`src/rtl/rf_write_arbiter.sv`:
```
// rf_write_arbiter
//   Shares the register file's single write port between the Writeback
//   stage (fixed priority, never back-pressured) and a long-latency unit
//   whose results wait in a small FIFO. Queued results are written on the
//   cycles when Writeback does not use the port.
//
// Handshake (lu_*): a result transfers on any cycle where lu_valid and
//   lu_ready are both high. lu_ready is !full, derived from the stored count
//   only, so a full FIFO refuses input even on a cycle it also drains.
//   A result for x0 transfers but is discarded.
//
// Ports:
//   clk, rst                  clock, asynchronous active-high reset
//   wb_we, wb_rd, wb_wd       Writeback write request (zero latency)
//   lu_valid, lu_rd, lu_wd    long-latency result in
//   lu_ready                  FIFO can accept
//   rf_we, rf_a3, rf_wd       register file write port (WE3/A3/WD3)
//   busy_mask                 bit r set while a live queued entry targets xr
//   fifo_count                number of valid FIFO entries
//   stall_o                   registered request to bubble Writeback
//
// Optional build macro RFARB_WAW_KILL_EN: a Writeback to rd kills every
//   queued entry targeting the same rd. Killed entries still drain in order
//   but do not write and do not show in busy_mask.
module rf_write_arbiter #(
  parameter int DEPTH    = 4,
  parameter int MAX_WAIT = 8
) (
  input  logic                     clk,
  input  logic                     rst,
  input  logic                     wb_we,
  input  logic [4:0]               wb_rd,
  input  logic [31:0]              wb_wd,
  input  logic                     lu_valid,
  input  logic [4:0]               lu_rd,
  input  logic [31:0]              lu_wd,
  output logic                     lu_ready,
  output logic                     rf_we,
  output logic [4:0]               rf_a3,
  output logic [31:0]              rf_wd,
  output logic [31:0]              busy_mask,
  output logic [$clog2(DEPTH):0]   fifo_count,
  output logic                     stall_o
);

  localparam int AW = $clog2(DEPTH);
  localparam int WW = $clog2(MAX_WAIT + 1);
  localparam logic [AW:0]   FULL_CNT = (AW + 1)'(DEPTH);
  localparam logic [WW-1:0] MAX_W    = WW'(MAX_WAIT);

  logic [4:0]    rd_q [DEPTH];
  logic [31:0]   wd_q [DEPTH];
  logic [AW-1:0] wr_ptr_q, rd_ptr_q;
  logic [AW:0]   count_q, count_d;
  logic [WW-1:0] wait_q, wait_d;
  logic          stall_q, stall_d;
  logic [DEPTH-1:0] slot_valid;
  logic [DEPTH-1:0] slot_live;

  logic wb_active, empty, full, enq_hs, enq, deq;

  assign wb_active = wb_we && (wb_rd != 5'd0);
  assign empty     = (count_q == '0);
  assign full      = (count_q == FULL_CNT);
  assign lu_ready  = !full;
  assign enq_hs    = lu_valid && lu_ready;
  assign enq       = enq_hs && (lu_rd != 5'd0);
  // The head drains on any cycle Writeback leaves the port idle.
  assign deq       = !wb_active && !empty;

  // A slot is valid when its distance from the read pointer is below count.
  always_comb begin
    slot_valid = '0;
    for (int i = 0; i < DEPTH; i++) begin
      slot_valid[i] = ({1'b0, AW'(i) - rd_ptr_q} < count_q);
    end
  end

`ifdef RFARB_WAW_KILL_EN
  logic [DEPTH-1:0] dead_q;

  always_ff @(posedge clk or posedge rst) begin
    if (rst) begin
      dead_q <= '0;
    end else begin
      for (int i = 0; i < DEPTH; i++) begin
        if (wb_active && slot_valid[i] && (rd_q[i] == wb_rd)) dead_q[i] <= 1'b1;
      end
      // The incoming entry is younger than this cycle's Writeback, so it lives.
      if (enq) dead_q[wr_ptr_q] <= 1'b0;
    end
  end

  assign slot_live = slot_valid & ~dead_q;
`else
  assign slot_live = slot_valid;
`endif

  always_comb begin
    busy_mask = '0;
    for (int i = 0; i < DEPTH; i++) begin
      if (slot_live[i]) busy_mask[rd_q[i]] = 1'b1;
    end
  end

  // Write port mux: Writeback first, then the FIFO head.
  always_comb begin
    rf_we = 1'b0;
    rf_a3 = '0;
    rf_wd = '0;
    if (wb_active) begin
      rf_we = 1'b1;
      rf_a3 = wb_rd;
      rf_wd = wb_wd;
    end else if (deq && slot_live[rd_ptr_q]) begin
      rf_we = 1'b1;
      rf_a3 = rd_q[rd_ptr_q];
      rf_wd = wd_q[rd_ptr_q];
    end
  end

  always_comb begin
    count_d = count_q;
    case ({enq, deq})
      2'b10:   count_d = count_q + 1'b1;
      2'b01:   count_d = count_q - 1'b1;
      default: count_d = count_q;
    endcase
  end

  // Starvation: count cycles the head is stuck behind Writeback.
  always_comb begin
    wait_d  = wait_q;
    stall_d = stall_q;
    if (empty || deq) begin
      wait_d = '0;
    end else if (wait_q != MAX_W) begin
      wait_d = wait_q + 1'b1;
    end
    if (deq) begin
      stall_d = 1'b0;
    end else if (wait_d == MAX_W) begin
      stall_d = 1'b1;
    end
  end

  always_ff @(posedge clk or posedge rst) begin
    if (rst) begin
      wr_ptr_q <= '0;
      rd_ptr_q <= '0;
      count_q  <= '0;
      wait_q   <= '0;
      stall_q  <= 1'b0;
    end else begin
      if (enq) wr_ptr_q <= wr_ptr_q + 1'b1;
      if (deq) rd_ptr_q <= rd_ptr_q + 1'b1;
      count_q <= count_d;
      wait_q  <= wait_d;
      stall_q <= stall_d;
    end
  end

  // Payload storage needs no reset; validity comes from the pointers.
  always_ff @(posedge clk) begin
    if (enq) begin
      rd_q[wr_ptr_q] <= lu_rd;
      wd_q[wr_ptr_q] <= lu_wd;
    end
  end

  assign fifo_count = count_q;
  assign stall_o    = stall_q;

endmodule

```
`config.mk`:
```
export PLATFORM = sky130hd
export DESIGN_NAME = rf_write_arbiter
export DESIGN_NICKNAME = d
export VERILOG_FILES = /design/src/rtl/rf_write_arbiter.sv
export SDC_FILE = /design/constraint.sdc
export NUM_CORES = 1
export LEC_CHECK = 0
export ABC_CLOCK_PERIOD_IN_PS = 4200
export BUFFER_PORTS_ARGS = -buffer_cell sky130_fd_sc_hd__clkbuf_2
export CORE_MARGIN = 5
export CORE_UTILIZATION = 54
export CTS_CLUSTER_DIAMETER = 60
export CTS_CLUSTER_SIZE = 14
export DETAILED_ROUTE_END_ITERATION = 8
export GPL_TIMING_DRIVEN = 0
export PLACE_DENSITY_LB_ADDON = 0.2
export SLEW_MARGIN = 30
export SYNTH_ARGS = -nofsm -noshare
export SYNTH_HDL_FRONTEND = slang
export SYNTH_SLANG_ARGS = --single-unit
```
`constraint.sdc`:
```
create_clock -name clk -period 4.2 [get_ports clk]
set_clock_uncertainty 0.1 [all_clocks]
set_input_delay 1.26 -clock clk [delete_from_list [all_inputs] [get_ports clk]]
set_output_delay 1.26 -clock clk [all_outputs]
set_load 0.01 [all_outputs]
```
Word level (Yosys, flattened, before mapping)
Memories as Yosys holds them, arrays and structs flattened.
Cells that the tools add are included.
Widths: inputs -> output; s select.
{ "word_totals": {"rom_bits": 0, "ff_bits": 12, "n_memories": 2, "wordCells": 82, "output_inout_bits": 75, "latchBits": 0, "ramBits": 148, "input_bits": 78} }
{ "memory_table": {"columns": ["name", "depth", "width", "rd", "rd_ports_with_merged_regs", "write_ports", "line", "source"], "rows": [
  ["wd_q", 4, 32, 1, 0, 1, "52", "logic [31:0] wd_q [DEPTH];"],
  ["rd_q", 4, 5, 5, 0, 1, "51", "logic [4:0] rd_q [DEPTH];"]
]} }
{ "op_classes": {"n_bitwise": 3, "add_sub_neg": 9, "eq_ne": 5, "div": 0, "n_mul": 0, "n_mux": 27, "n_reduce_logical": 18, "order_cmp": 13, "shifts": 0} }
{ "ops": {"columns": ["operator", "n"], "rows": [
  ["$mux 32", 6],
  ["$or 32x32->32", 3],
  ["$lt 5x6->1 const B", 4],
  ["$demux 1 s5", 4],
  ["$ge 5x1->1 const B", 4],
  ["$lt 2x3->1", 4],
  ["$mux 1", 11],
  ["$mux 5", 2],
  ["$reduce_bool 5->1", 2],
  ["$logic_and 1x1->1", 9],
  ["$mux 4", 2],
  ["$pmux 3 s2", 1],
  ["$add 2x1->2 const B", 2],
  ["$add 4x1->4 const B", 1],
  ["$eq 4x4->1 const B", 1],
  ["$ne 4x4->1 const B", 1],
  ["$reduce_bool 2->1", 2],
  ["$sub 1x2->2 const A", 2],
  ["$sub 2x2->2 const A", 2],
  ["$add 3x1->3 const B", 1],
  ["$eq 3x3->1 const B", 1],
  ["$logic_not 1->1", 3],
  ["$logic_not 3->1", 1],
  ["$lt 2x3->1 const B", 1],
  ["other kinds (5)", 5]
]} }

Longest topological paths before layout
Gate-level depths: netlist (run 1).
{ "depth": {"word_depth": 11, "depth_mapped": 11} }

Worst setup path after synthesis (run 1)
OpenSTA, ideal clock, no wires.
{ "synth_path": {"path_kind": "input to output", "start": "in wb_rd[3]", "end": "out rf_a3[0]", "path_stages": 6, "slack_ns": 0.249, "t_arrival_ns": 2.591, "n_path_buf": 2, "path_cell_list": "or3_4 -> a211oi_4 -> o311a_2 -> buf_6 -> buf_6 -> a22o_1"} }
{ "synth_via": {"elab_chain_len": 7} }
{ "synth_rtl": {"columns": ["element", "line", "source"], "rows": [
  ["start: declaration", "32", "input logic [4:0] wb_rd,"],
  ["$reduce_bool 5->1", "62", "assign wb_active = wb_we && (wb_rd != 5'd0);"],
  ["$logic_and 1x1->1", "62", null],
  ["$logic_not 1->1", "69", "assign deq = !wb_active && !empty;"],
  ["$logic_and 1x1->1", "69", null],
  ["named net deq", "60", "logic wb_active, empty, full, enq_hs, enq, deq;"],
  ["$logic_and 1x1->1", "115", "end else if (deq && slot_live[rd_ptr_q]) begin"],
  ["$mux 5", "115", null],
  ["$mux 5", "111", "if (wb_active) begin"],
  ["end: declaration", "39", "output logic [4:0] rf_a3,"]
]} }
The timed path passes the listed nets, and every way through them passes these cells.

Worst setup path after layout (run 1)
{ "layout_path": {"start": "in wb_rd[3]", "end": "out rf_wd[19]"} }
{ "layout_via": {"elab_chain_len": 7} }
{ "layout_rtl": {"columns": ["element", "line", "source"], "rows": [
  ["$reduce_bool 5->1", "62", null],
  ["$logic_and 1x1->1", "62", null],
  ["$logic_not 1->1", "69", null],
  ["$logic_and 1x1->1", "69", null],
  ["named net deq", "60", null],
  ["$logic_and 1x1->1", "115", null],
  ["$mux 32", "115", null],
  ["$mux 32", "111", null],
  ["end: declaration", "40", "output logic [31:0] rf_wd,"]
]} }
The timed path passes the listed nets, and every way through them passes these cells.

==> results.json, run 1 <==
{
  "grt_antenna_before_repair": 0,
  "initial_utilization": 0.5543,
  "crit_fanout": 8,
  "layout_setup_ws_ps": -70.00,
  "power_density_nw_per_um2": 701.0,
  "drive_above_1_share": 0.4377,
  "htree_num_levels": 4,
  "synth_sequential_area_ratio": 0.6119,
  "crit_path_end_kind": "primary output",
  "clk_latency_ps": 410,
  "hold_class": "register to register",
  "drc": 0,
  "vias": 5550,
  "grt_pass1_vias": 5600,
  "wl_per_cell_um": 23.03,
  "drt-initial-drc-count": 443,
  "grt_remaining_overflow": 0,
  "grt_max_degree": 38,
  "worst_slew_pin_slew_ps": 713.4,
  "place_area_um2": 8746,
  "grt_pass1_wl_um": 30310,
  "die_height_um": 129.8,
  "ant_nets": 0,
  "diodes": 0,
  "critPathMaxStageDelay_ps": 390,
  "yosysTopAreaCell": "edfxtp_1",
  "rsz0062_at_grt": "true",
  "clockRootBuffer": "clkbuf_16",
  "area_growth_pct": 28.05,
  "setup_viol": 32,
  "drv_slew": 0,
  "dieWidth_um": 129.8,
  "finalHoldViolations": 0,
  "io-pin-count": 153,
  "irDropWorstVdd_uv": 369.6,
  "core_area_um2": 13990,
  "final_util": 0.7098,
  "io_buffers": 151,
  "syn-cell-area_um2": 7754,
  "firstDrtPassIters": 5,
  "synth_top_area_frac": 0.5732,
  "nNetsFinal": 767,
  "die_area_um2": 16850,
  "synth-main-ff-cell": "edfxtp_1",
  "place_ws_ps": -365.6,
  "synth_edf_count": 148,
  "slew_headroom": 0.5244,
  "cts_tree": "yes",
  "syn_nets": 588,
  "globalRouteTotalUtil": 0.2394,
  "design_area_um2": 9928,
  "fmax_mhz": 234.2,
  "synthCells": 498,
  "routabilityCongestion": 0.8838,
  "ys_async_sr_fraction": 0.07500,
  "worstPathRequired_ps": 2840,
  "status": "finished, violations left",
  "synth.avg_cell_area_um2": 15.57,
  "crit_type": "input pin to primary output",
  "cts_buffer_depth": 2,
  "slowest_stage": "or3_4",
  "worst_setup_path_start_kind": "input pin",
  "dp_hpwl_um": 13070,
  "leakage_nw": 3.640,
  "max-cap-violations": 0,
  "crit_chain": "buf_6 > or3_4 > a211oi_4 > o311a_4 > buf_12 > buf_12 > a22o_1 > buf_2",
  "synthDistinctLibCells": 58,
  "fin_crit_ps": 4270,
  "cts_sinks": 160,
  "finalCritPeriodShare": 1.017,
  "cts_made_buffers": 17,
  "wl_um": 20030,
  "synthTopCellsByArea": "edfxtp_1 (57%), mux4_2 (11%), a22o_1 (4.2%), dfrtp_1 (3.9%), o221ai_1 (3.4%)",
  "rows": 43,
  "synth_seq_cells": 160,
  "clk_pin_slew_worst_paths_ps": 60,
  "violations": "negative setup slack",
  "ctsHoldBuffers": 0,
  "cp_data_arrival_time_ps": 2910,
  "critPathMostFrequentCell": "buf_12",
  "yosys_warnings": 0,
  "via_per_inst": 6.379
}
==> logic make-up (layout without fill, tap and decap cells) <==
| family | count (synthesis) | count (layout) | share of synthesized area |
|---|---|---|---|
| flip-flops | 160 | 160 | 0.6119 |
| AO/OA/AOI/OAI | 125 | 125 | 0.1404 |
| AND/OR/NAND/NOR | 99 | 99 | 0.07456 |
| buffers and inverters | 54 | 246 | 0.03243 |
| multiplexers | 39 | 39 | 0.1102 |
| adder cells (fa/ha/maj) | 12 | 12 | 0.02033 |
| XOR/XNOR | 9 | 9 | 0.01017 |
==> Yosys cell counts (all sizes together) (2+ instances only) <==
master,number
a211o,2
or3,4
ha,11
o2111ai,5
inv,19
a211oi,2
or4,5
dfrtp,12
edfxtp,148
o31a,2
nand3b,7
nor4,6
xnor2,4
nand2b,15
xor2,5
nor2b,10
o22ai,2
mux4,37
nor2,17
nand2,11
a2111oi,7
a22o,37
a22oi,26
nand3,6
and2,7
or3b,3
nor3,2
a2bb2oi,2
clkbuf,16
buf,19
o221ai,30
==> worst max-delay path, delay by kind of cell <==
family                 cells  cell delay (ps)
AOI/OAI and AO/OA          3              740
buffers and inverters      4              510
and+or+nand+nor            1              390
==> worst paths after layout <==
| check | end | cells past startpoint | slack (ps) | startpoint |
|---|---|---|---|---|
| max | rf_wd[19] | 8 | -70 | wb_rd[3] |
| min in group asynchronous | wait_q[0]$_DFF_PP0_ | 2 | 730 | rst |
| max reg2reg | fifo_count[2]$_DFFE_PP0P_ | 11 | 1740 | fifo_count[0]$_DFFE_PP0P_ |
| min reg2reg | stall_o$_DFFE_PP0P_ | 1 | 410 | stall_o$_DFFE_PP0P_ |
| min | stall_o$_DFFE_PP0P_ | 1 | 410 | stall_o$_DFFE_PP0P_ |
| max in group asynchronous | fifo_count[1]$_DFFE_PP0P_ | 2 | 2910 | rst |
==> state kept, by name, indices dropped and copies added (netlist names) <==
register,count
wd_q,128
rd_ptr_q,2
wait_q,4
wr_ptr_q,2
rd_q,20
stall_o,1
fifo_count,3
==> power by group <==
group	total [mW]	internal [mW]	switching [mW]
Clock	1.63	1.05	0.579
Sequential	2.25	2.10	0.144
Combinational	3.08	1.37	1.71
==> timing repair <==
action,4_1_cts,5_1_grt
setup buffers,4,9
cloned,0,1
endpoints found under the hold margin,0,0
gates resized for setup,42,70
endpoints found under the setup margin,70,70
pin swaps,8,11
==> placed cells by master (no fill, tap or decap), types with 8 or more instances in the layout <==
cell / n
edfxtp_1: 148
clkbuf_2: 123
mux4_2: 37
a22o_1: 37
buf_2: 33
a22oi_1: 26
o221ai_1: 22
clkbuf_16: 18
inv_1: 17
nor2_1: 17
buf_4: 15
nand2b_1: 14
nand2_1: 11
clkbuf_1: 11
dfrtp_1: 11
ha_1: 9
o221ai_2: 8
==> through the flow <==
step,TNS (ps),cells,power (mW),hold WS (ps)
floorplan,0,498,3.927,415.7
global placement,-15750,829,4.669,393.8
detailed placement,-17280,829,4.735,411.2
CTS,-669.9,860,6.574,424.4
global route,-3529,870,7.301,440.3
finish,-1165,870,6.960,413.6
==> metal layers <==
layer  share of wire  global-route usage  up-vias  wire (µm)
met5               0                   0        -          0
met4           0.018             0.08435        0        354
met3           0.088             0.05280       31       1756
met2            0.49              0.3858      295       9744
met1            0.41              0.3258     2781       8178
li1                -                   -     2443          -
==> layout make-up <==
| class | count | area (µm²) |
|---|---|---|
| repair buffers | 165 | 892.1 |
| inverters | 19 | 75.07 |
| flip-flops and latches | 160 | 4746 |
| plain buffers | 30 | 237.7 |
| multi-input cells | 284 | 3126 |
| well taps | 180 | 225.2 |
| fillers | 908 | 4060 |
| clock inverters | 11 | 186.4 |
| clock buffers | 21 | 440.4 |
Note: power is estimated with default switching activity, not from simulation.
==> run 2, diff against run 1 <==
CORE_UTILIZATION = 24   (was 54)
==> run 2 against run 1 <==
The flow still finishes with violations (negative setup slack). Utilization decreased by 38 points. Fmax about the same. Critical path depth unchanged. Critical endpoint is now rf_wd[23]. Highest routed layer is now met5.
==> results.json, run 2 (same netlist as run 1, synthesis figures left out) <==
{
  "globalRouteTotalUtil": 0.1256,
  "finalCritPeriodShare": 1.016,
  "io-pin-count": 153,
  "cts_buffer_depth": 2,
  "clk_pin_slew_worst_paths_ps": 60,
  "place_ws_ps": -566.4,
  "crit_fanout": 10,
  "dp.cells": 1055,
  "final_cell_mix": "edfxtp_1 (148), clkbuf_2 (115), buf_2 (38), mux4_2 (37), a22o_1 (37)",
  "wl_per_cell_um": 20.78,
  "worstPathRequired_ps": 2840,
  "grt_max_degree": 33,
  "vias": 5306,
  "final_cells": 1098,
  "fin_hold_ws_ps": 407.1,
  "power_density_nw_per_um2": 679.2,
  "routabilityCongestion": 0.7749,
  "grt_remaining_overflow": 0,
  "max-cap-violations": 0,
  "fin_crit_ps": 4269,
  "crit_path_end_kind": "primary output",
  "htree_num_levels": 4,
  "via_per_inst": 4.832,
  "initial_utilization": 0.2445,
  "wl_um": 22810,
  "final_util": 0.3258,
  "worst_setup_path_start_kind": "input pin",
  "rsz0062_at_grt": "true",
  "cp_data_arrival_time_ps": 2910,
  "die_area_um2": 36000,
  "worst_slew_pin_slew_ps": 809.7,
  "rows": 65,
  "fin_tns_setup_ps": -1061,
  "drt-initial-drc-count": 363,
  "irDropWorstVdd_uv": 328.7,
  "clk_latency_ps": 410,
  "largest_reg_flops": 128,
  "place_area_um2": 9104,
  "dieWidth_um": 189.7,
  "cts_sinks": 160,
  "core_area_um2": 31720,
  "clockRootBuffer": "clkbuf_16",
  "nNetsFinal": 773,
  "hold_class": "register to register",
  "diodes": 0,
  "setup_viol": 32,
  "crit_type": "input pin to primary output",
  "power.total_mw": 7.020,
  "area_growth_pct": 33.29,
  "status": "finished, violations left",
  "dp_hpwl_um": 15830,
  "firstDrtPassIters": 5,
  "largestRegisters": "wd_q: 128 flops, rd_q: 20 flops, wait_q: 4 flops",
  "io_buffers": 151,
  "grt_pass1_wl_um": 34260,
  "slew_headroom": 0.4561,
  "ant_nets": 0,
  "top_register": "wd_q",
  "drive_above_1_share": 0.4454,
  "grt_pass1_vias": 5561,
  "layout_setup_ws_ps": -68.93,
  "cts_made_buffers": 17,
  "finalHoldViolations": 0,
  "violations": "negative setup slack",
  "die_height_um": 189.7,
  "mostFrequentLayoutCell": "edfxtp_1",
  "grt_antenna_before_repair": 1,
  "drc": 0,
  "drv_slew": 0,
  "leakage_nw": 3.695,
  "fmax_mhz": 234.3,
  "cts_tree": "yes",
  "design_area_um2": 10330
}
[run 2: power by group]
| part | switching, mW | internal [mW] |
|---|---|---|
| clock | 0.645 | 0.945 |
| combinational | 1.76 | 1.45 |
| sequential | 0.127 | 2.10 |
[run 2: critical path, cell delays in order]
cell and delay [ps]:
buf_6 90, or3_4 390, a211oi_4 320, o311a_4 290, buf_12 140, buf_12 140
a22o_1 130, clkbuf_2 130
[run 2: layer usage]
layer	vias to the layer above	track usage	share of wire
li1	2436	-	-
met1	2680	0.1703	0.46
met2	166	0.2068	0.48
met3	22	0.02881	0.048
met4	2	0.02782	0.0088
met5	-	0	0.00057
[run 2: timing repair]
action / 4_1_cts / 5_1_grt
setup buffers: 9 / 7
cloned: 0 / 1
endpoints found under the setup margin: 70 / 70
hold buffers: 0 / 0
pin swaps: 12 / 7
gates resized for setup: 64 / 57
[run 2: path summary, 6_finish.rpt]
check                                               start                        end  slack [ps]  cells past startpoint
max in group asynchronous                             rst        stall_o$_DFFE_PP0P_        2850                      2
worst min register to register        stall_o$_DFFE_PP0P_        stall_o$_DFFE_PP0P_         410                      1
min in group asynchronous                             rst    wr_ptr_q[0]$_DFFE_PP0P_         780                      2
worst min-delay path                  stall_o$_DFFE_PP0P_        stall_o$_DFFE_PP0P_         410                      1
worst max-delay path                             wb_rd[3]                  rf_wd[23]         -70                      8
worst max register to register  fifo_count[0]$_DFFE_PP0P_  fifo_count[2]$_DFFE_PP0P_        1590                     10
[run 2: final cells by class]
class                      instances  area [µm²]
inverter                          19       75.07
fill                            3126       21380
buffer                            29       254.0
multi-input combinational        284        3124
sequential                       160        4745
timing repair buffer             172        1026
clock buffer                      18       429.2
tap                              402       503.0
clock inverter                    14       178.9
